--- src/rtl/mc_pkg.sv ---
// mc_pkg: shared types and encodings for the multi-cycle MIPS control slice.
// State enum, ALU op codes, opcode/funct values and datapath select codes.
package mc_pkg;

  typedef enum logic [3:0] {
    S_RESET,
    S_FETCH,
    S_DECODE,
    S_EXE_R,
    S_WB_R,
    S_EXE_I,
    S_WB_I,
    S_MEM_ADR,
    S_MEM_RD,
    S_WB_MEM,
    S_MEM_WR,
    S_BEQ
  } state_e;

  localparam logic [2:0] ALU_ADD = 3'b000;
  localparam logic [2:0] ALU_SUB = 3'b001;
  localparam logic [2:0] ALU_AND = 3'b010;
  localparam logic [2:0] ALU_OR  = 3'b011;
  localparam logic [2:0] ALU_SRL = 3'b100;
  localparam logic [2:0] ALU_SRA = 3'b101;

  localparam logic [5:0] OP_RTYPE = 6'b000000;
  localparam logic [5:0] OP_J     = 6'b000010;
  localparam logic [5:0] OP_JAL   = 6'b000011;
  localparam logic [5:0] OP_BEQ   = 6'b000100;
  localparam logic [5:0] OP_ORI   = 6'b001101;
  localparam logic [5:0] OP_LUI   = 6'b001111;
  localparam logic [5:0] OP_LW    = 6'b100011;
  localparam logic [5:0] OP_SW    = 6'b101011;

  localparam logic [5:0] F_JR   = 6'b001000;
  localparam logic [5:0] F_ADDU = 6'b100001;
  localparam logic [5:0] F_SUBU = 6'b100011;
  localparam logic [5:0] F_AND  = 6'b100100;
  localparam logic [5:0] F_OR   = 6'b100101;

  localparam logic [1:0] PC_ALU    = 2'b00;
  localparam logic [1:0] PC_ALUOUT = 2'b01;
  localparam logic [1:0] PC_JUMP   = 2'b10;
  localparam logic [1:0] PC_RS     = 2'b11;

  localparam logic [1:0] RD_RT = 2'b00;
  localparam logic [1:0] RD_RD = 2'b01;
  localparam logic [1:0] RD_RA = 2'b10;

  localparam logic [1:0] M2R_ALUOUT = 2'b00;
  localparam logic [1:0] M2R_MDR    = 2'b01;
  localparam logic [1:0] M2R_PC     = 2'b10;

  localparam logic [1:0] SRCB_RT   = 2'b00;
  localparam logic [1:0] SRCB_4    = 2'b01;
  localparam logic [1:0] SRCB_IMM  = 2'b10;
  localparam logic [1:0] SRCB_IMM2 = 2'b11;

  localparam logic [1:0] EXT_ZERO = 2'b00;
  localparam logic [1:0] EXT_SIGN = 2'b01;
  localparam logic [1:0] EXT_LUI  = 2'b10;

endpackage

--- src/rtl/mc_ctrl_alu_dec.sv ---
// mc_alu_dec: R-type funct decoder.
// funct_i -> alu_op_o, legal_o (supported ALU funct), is_jr_o.
module mc_alu_dec
  import mc_pkg::*;
(
  input  logic [5:0] funct_i,
  output logic [2:0] alu_op_o,
  output logic       legal_o,
  output logic       is_jr_o
);

  always_comb begin
    alu_op_o = ALU_ADD;
    legal_o  = 1'b1;
    is_jr_o  = 1'b0;
    unique case (funct_i)
      F_ADDU: alu_op_o = ALU_ADD;
      F_SUBU: alu_op_o = ALU_SUB;
      F_AND:  alu_op_o = ALU_AND;
      F_OR:   alu_op_o = ALU_OR;
      F_JR: begin
        legal_o = 1'b0;
        is_jr_o = 1'b1;
      end
      default: legal_o = 1'b0;
    endcase
  end

endmodule

--- src/rtl/mc_ctrl.sv ---
// mc_ctrl: multi-cycle MIPS control FSM with mem_rdy stall and timeout.
// In: clk, reset_n, opcode, funct, zero, mem_rdy. Out: datapath selects/strobes.
module mc_ctrl
  import mc_pkg::*;
#(
  parameter int TIMEOUT = 255
) (
  input  logic       clk,
  input  logic       reset_n,
  input  logic [5:0] opcode,
  input  logic [5:0] funct,
  input  logic       zero,
  input  logic       mem_rdy,
  output logic       mem_req,
  output logic       mem_write,
  output logic       ir_write,
  output logic       pc_write,
  output logic [1:0] pc_src,
  output logic       reg_write,
  output logic [1:0] reg_dst,
  output logic [1:0] mem_to_reg,
  output logic       alu_src_a,
  output logic [1:0] alu_src_b,
  output logic [1:0] ext_op,
  output logic [2:0] alu_op,
  output logic       illegal,
  output logic       bus_err,
  output logic       instr_done
);

  localparam int CW = (TIMEOUT > 1) ? $clog2(TIMEOUT + 1) : 1;

  state_e        state_q, state_d;
  logic [CW-1:0] cnt_q, cnt_d;

  logic [2:0] r_op;
  logic       r_legal;
  logic       r_jr;

  mc_alu_dec u_dec (
    .funct_i  (funct),
    .alu_op_o (r_op),
    .legal_o  (r_legal),
    .is_jr_o  (r_jr)
  );

  logic is_r;
  logic wait_st;
  logic tmo;

  assign is_r    = (opcode == OP_RTYPE);
  assign wait_st = (state_q == S_FETCH) ||
                   (state_q == S_MEM_RD) ||
                   (state_q == S_MEM_WR);
  // Ready in the same cycle always wins over the timeout.
  assign tmo     = (TIMEOUT != 0) && wait_st && !mem_rdy &&
                   (cnt_q == CW'(TIMEOUT));

  always_ff @(posedge clk or negedge reset_n) begin
    if (!reset_n) begin
      state_q <= S_RESET;
      cnt_q   <= '0;
    end else begin
      state_q <= state_d;
      cnt_q   <= cnt_d;
    end
  end

  always_comb begin
    state_d    = state_q;
    mem_req    = 1'b0;
    mem_write  = 1'b0;
    ir_write   = 1'b0;
    pc_write   = 1'b0;
    pc_src     = PC_ALU;
    reg_write  = 1'b0;
    reg_dst    = RD_RT;
    mem_to_reg = M2R_ALUOUT;
    alu_src_a  = 1'b0;
    alu_src_b  = SRCB_RT;
    ext_op     = EXT_ZERO;
    alu_op     = ALU_ADD;
    illegal    = 1'b0;
    bus_err    = 1'b0;
    instr_done = 1'b0;

    unique case (state_q)
      S_RESET: state_d = S_FETCH;
      S_FETCH: begin
        mem_req   = 1'b1;
        alu_src_b = SRCB_4;
        if (mem_rdy) begin
          ir_write = 1'b1;
          pc_write = 1'b1;
          state_d  = S_DECODE;
        end else if (tmo) begin
          bus_err = 1'b1;
        end
      end
      S_DECODE: begin
        // Branch target is computed here into ALUOut.
        alu_src_b = SRCB_IMM2;
        ext_op    = EXT_SIGN;
        state_d   = S_FETCH;
        unique case (1'b1)
          opcode == OP_J: begin
            pc_write   = 1'b1;
            pc_src     = PC_JUMP;
            instr_done = 1'b1;
          end
          opcode == OP_JAL: begin
            pc_write   = 1'b1;
            pc_src     = PC_JUMP;
            reg_write  = 1'b1;
            reg_dst    = RD_RA;
            mem_to_reg = M2R_PC;
            instr_done = 1'b1;
          end
          is_r && r_jr: begin
            pc_write   = 1'b1;
            pc_src     = PC_RS;
            instr_done = 1'b1;
          end
          is_r && r_legal: state_d = S_EXE_R;
          opcode == OP_ORI,
          opcode == OP_LUI: state_d = S_EXE_I;
          opcode == OP_LW,
          opcode == OP_SW: state_d = S_MEM_ADR;
          opcode == OP_BEQ: state_d = S_BEQ;
          default: illegal = 1'b1;
        endcase
      end
      S_EXE_R: begin
        alu_src_a = 1'b1;
        alu_op    = r_op;
        state_d   = S_WB_R;
      end
      S_WB_R: begin
        reg_write  = 1'b1;
        reg_dst    = RD_RD;
        instr_done = 1'b1;
        state_d    = S_FETCH;
      end
      S_EXE_I: begin
        alu_src_a = 1'b1;
        alu_src_b = SRCB_IMM;
        alu_op    = ALU_OR;
        ext_op    = (opcode == OP_LUI) ? EXT_LUI : EXT_ZERO;
        state_d   = S_WB_I;
      end
      S_WB_I: begin
        reg_write  = 1'b1;
        instr_done = 1'b1;
        state_d    = S_FETCH;
      end
      S_MEM_ADR: begin
        alu_src_a = 1'b1;
        alu_src_b = SRCB_IMM;
        ext_op    = EXT_SIGN;
        state_d   = (opcode == OP_LW) ? S_MEM_RD : S_MEM_WR;
      end
      S_MEM_RD: begin
        mem_req = 1'b1;
        if (mem_rdy) begin
          state_d = S_WB_MEM;
        end else if (tmo) begin
          bus_err = 1'b1;
          state_d = S_FETCH;
        end
      end
      S_WB_MEM: begin
        reg_write  = 1'b1;
        mem_to_reg = M2R_MDR;
        instr_done = 1'b1;
        state_d    = S_FETCH;
      end
      S_MEM_WR: begin
        mem_req   = 1'b1;
        mem_write = 1'b1;
        if (mem_rdy) begin
          instr_done = 1'b1;
          state_d    = S_FETCH;
        end else if (tmo) begin
          bus_err = 1'b1;
          state_d = S_FETCH;
        end
      end
      S_BEQ: begin
        alu_src_a  = 1'b1;
        alu_op     = ALU_SUB;
        pc_src     = PC_ALUOUT;
        pc_write   = zero;
        instr_done = 1'b1;
        state_d    = S_FETCH;
      end
      default: state_d = S_RESET;
    endcase
  end

  // A timeout re-enters FETCH from FETCH, so it must clear explicitly.
  always_comb begin
    cnt_d = cnt_q;
    if ((state_d != state_q) || tmo || (TIMEOUT == 0)) begin
      cnt_d = '0;
    end else if (wait_st && !mem_rdy) begin
      cnt_d = cnt_q + 1'b1;
    end
  end

endmodule

--- config.mk ---
export PLATFORM = sky130hd
export DESIGN_NAME = mc_ctrl
export DESIGN_NICKNAME = d
export VERILOG_FILES = /design/src/rtl/mc_pkg.sv /design/src/rtl/mc_ctrl_alu_dec.sv /design/src/rtl/mc_ctrl.sv
export SDC_FILE = /design/constraint.sdc
export NUM_CORES = 1
export LEC_CHECK = 0
export ABC_AREA = 1
export ABC_CLOCK_PERIOD_IN_PS = 2200
export CAP_MARGIN = 40
export CELL_PAD_IN_SITES_DETAIL_PLACEMENT = 1
export CELL_PAD_IN_SITES_GLOBAL_PLACEMENT = 1
export CORE_UTILIZATION = 41
export DETAILED_ROUTE_END_ITERATION = 16
export DONT_BUFFER_PORTS = 1
export GPL_ROUTABILITY_DRIVEN = 0
export PLACE_DENSITY_LB_ADDON = 0.1
export RECOVER_POWER = 25
export SLEW_MARGIN = 5
export SYNTH_ARGS = -nofsm -noshare
export SYNTH_HDL_FRONTEND = slang
export SYNTH_SLANG_ARGS = --single-unit
--- constraint.sdc ---
create_clock -name clk -period 2.2 [get_ports clk]
set_input_delay 0.66 -clock clk [delete_from_list [all_inputs] [get_ports clk]]
set_output_delay 0.66 -clock clk [all_outputs]
set_load 0.02 [all_outputs]
==> run summary <==
======================================================================================
Result of the run ....................................................... finished, violations left
Violated checks ......................................................... design-rule violations, negative setup slack
Max Clock Freq ..........................................................      444 MHz
Number of sinks driven by the clock tree ................................           12
Number of standard-cell rows in the floorplan ...........................           18
Commonest non-fill, non-tap cell in the layout ..........................      nand2_1
Max-cap violations ......................................................            0
Number of failing setup endpoints in the final timing report ............            5
Antenna fix cells .......................................................            0
Via density per instance ................................................         5.36
Filler instances ........................................................          320
Post-layout net count ...................................................          215
Number of antenna violations at the first check in global routing .......            0
Critical path cell sequence ............................................. or2_4, nor2_4, nand4_1, buf_4, o21ai_2, buf_6
Area fraction of the dominant cell type after synthesis .................        0.280
Fraction of power consumed by sequential logic ..........................        0.233
Global-route total usage across every layer .............................        0.242
Kind of end point of the critical path .................................. primary output
Busiest layer in global routing .........................................         met2
Number of hold violations in the final report ...........................            0
Top Family by Delay on Critical Path .................................... simple AND/OR/NAND/NOR gates
Critical path class .....................................................    in -> out
Type of the tightest min-delay check ....................................  in -> async
Die outline height ......................................................      53.1 um
Chip Width ..............................................................      53.1 um
Distinct cells, synth ...................................................           28
Global-route wire length before repair ..................................      4940 um
Power Dens Cells ........................................................ 1100 nW/um^2
Remaining routing DRC violations ........................................            2
Final Max Slew Viols ....................................................            0
CTS tree ................................................................          yes
Leakage component of the power ..........................................     0.712 nW
Data required time at the worst endpoint ................................      1.54 ns
Period minus WS final ...................................................      2.25 ns
Total Die Area ..........................................................    2820 um^2
Type of element launching the critical path .............................    input pin
Most used cells in the layout excluding fill and tap cells .............. nand2_1, nor2_1, buf_4
Global routing usage on met2 ............................................        0.432
Placed Area .............................................................    1210 um^2
Biggest fanout along the worst timing path ..............................            4
Starting Density ........................................................        0.433
Remaining global-route overflow .........................................            0
Average wire length per cell after detail routing .......................      16.1 um
Worst-skew pair later-pin latency .......................................      0.27 ns
Portion of the post-synthesis area used by sequential elements ..........        0.280
Synth-to-Final Area Change ..............................................        39.8%
Met1 layer usage reported by global route ...............................        0.286
Floorplan core area .....................................................    2480 um^2
Cell taking the most area after synthesis ...............................      dfrtp_1
WL final ................................................................      3650 um
Total nets after synthesis ..............................................          188
Post-route cell area ....................................................    1500 um^2
HPWL after detailed placement ...........................................      2530 um
Portion of total power attributed to combinational logic ................        0.661
Total of hold buffers inserted after clock tree synthesis ...............            0
Share of the clock period used by the worst path ........................         1.02
Net switching power .....................................................   0.000889 W
Count of input and output buffers .......................................            0
Post-synthesis cell area ................................................    1070 um^2
Antenna Nets Post-Route .................................................            0
Number of storage elements in the synthesis netlist .....................           12
Number of buffers and inverters on the critical path ....................            2
Router iterations before antenna repair .................................           10
Via Count ...............................................................         1216
Clock Pin Slew Worst Setup and Hold Paths ...............................      0.07 ns
Biggest cell delay along the critical path ..............................      0.25 ns
Deepest clock path buffer count .........................................            2
Switching power as a share of total power ...............................        0.540
Global Route met3 Usage .................................................       0.0690
Total number of yosys warnings ..........................................            0
Utilization after layout ................................................        0.605
Average size of a mapped cell ...........................................    6.27 um^2
Setup repair after global routing missed its margin .....................         true
Root buffer selected by CTS .............................................     clkbuf_4
CP Data Arrival Time ....................................................      1.59 ns
Number of DRC violations after detailed-routing iteration 0 .............           17
Final setup margin ......................................................   -0.0498 ns
Area contributors post-synth ............................................ dfrtp_1, nand2_1, nor2_1
Final setup TNS .........................................................    -0.136 ns
Share of cells above drive strength 1 ...................................        0.426
Worst hold slack ........................................................    0.0732 ns
Largest voltage drop on the vdd net .....................................     0.728 mV
Number of buffers inserted during clock tree synthesis ..................            3
Post-Place Setup Slack ..................................................    -0.116 ns
H-tree level count ......................................................            1
Part of the total power dissipated in the clock network .................        0.106
Clock tree skew after final layout ......................................  0.000307 ns
I/O Pins ................................................................           38
Number of cells produced by synthesis ...................................          171
Number of global-route vias before repair ...............................         1114
Internal power contribution .............................................   0.000759 W
Pin count of the biggest net entering global routing ....................           13
Library cell contributing the largest single delay on the critical path .        or2_4
======================================================================================
[layout make-up]
cell class	instances	area, um^2	share of cell area
multi-input combinational	133	820	0.547
tap	30	37.5	0.0250
clock buffer	4	36.3	0.0242
inverter	23	93.8	0.0626
timing repair buffer	25	206	0.138
sequential	12	305	0.204
[sequential cells by signal, summed over array words and instances (netlist names)]
register	flops
cnt_q	8
state_q	4
[final timing paths]
path	start	endpoint	slack [ns]	cells past startpoint
min in group clk	cnt_q[0]	cnt_q[0]	0.48	1
setup reg to reg	state_q[0]	cnt_q[3]	0.40	9
setup / recovery	opcode[3]	pc_src[0]	-0.05	6
hold reg to reg	cnt_q[0]	cnt_q[0]	0.48	1
hold / removal	reset_n	state_q[1]	0.07	0
max in group asynchronous	reset_n	state_q[2]	2.05	0
[synthesized netlist by cell type]
| cell | n |
|---|---|
| ha_1 | 1 |
| nand4_1 | 2 |
| inv_1 | 19 |
| inv_4 | 1 |
| nand3_1 | 11 |
| buf_4 | 2 |
| o211ai_1 | 1 |
| o21ai_1 | 1 |
| nor3_1 | 4 |
| a21oi_1 | 2 |
| nor3_2 | 1 |
| dfrtp_1 | 12 |
| nor2_1 | 36 |
| nand3_4 | 1 |
| buf_6 | 1 |
| inv_2 | 3 |
| conb_1 | 1 |
| nand2_2 | 6 |
| o2111ai_1 | 1 |
| nor2_2 | 5 |
| or2_2 | 2 |
| nand3b_1 | 1 |
| xor2_1 | 3 |
| nand3_2 | 2 |
| o21ai_0 | 9 |
| xnor2_1 | 3 |
| nand2_1 | 39 |
| a31oi_1 | 1 |
[timing repair]
action / CTS / global route
gates cloned: 0 / 0
pin swaps: 5 / 8
setup endpoints to repair: 11 / 12
buffers inserted: 3 / 5
resized for setup: 18 / 40
[worst reg2reg max path: stages (launching register included)]
cell     delay [ns]
dfrtp_2        0.52
inv_4          0.11
nand3_4        0.12
buf_6          0.14
nand2_1        0.06
nor2_1         0.21
nand3_1        0.13
nand2_1        0.12
nand3_2        0.17
nor2_1         0.15
[logic make-up (layout without fill, tap and decap cells)]
| logic type | Yosys count | count (layout) | synth area share |
|---|---|---|---|
| AO/OA/AOI/OAI | 15 | 15 | 0.0770 |
| XOR/XNOR | 6 | 6 | 0.0490 |
| adder cells (fa/ha/maj) | 1 | 1 | 0.0117 |
| buffers and inverters | 26 | 52 | 0.107 |
| flip-flops | 12 | 12 | 0.280 |
| other | 1 | 1 | 0.00350 |
| AND/OR/NAND/NOR | 110 | 110 | 0.471 |
[per-stage QoR]
step,total power (W),instances
after global routing,0.00175,227
after global placement,0.00114,215
after detailed placement,0.00117,215
after floorplan,0.000968,171
final,0.00165,227
after CTS,0.00142,222
[power by group through the flow]
stage | Sequential, W | Clock (W) | Combinational (W)
6_report | 0.000384 | 0.000174 | 0.00109
5_1_grt | 0.000387 | 0.000192 | 0.00117
4_1_cts | 0.000360 | 0.000177 | 0.000880
3_5_place_dp | 0.000353 | 0 | 0.000818
3_3_place_gp | 0.000351 | 0 | 0.000784
2_1_floorplan | 0.000300 | 0 | 0.000668
[layer usage]
layer  vias to the layer above  wire, um
met4                         0        12
met2                        28      1990
li1                        589         -
met5                         -         0
met1                       597      1530
met3                         2       116
Power figures use the tool's default switching activity.
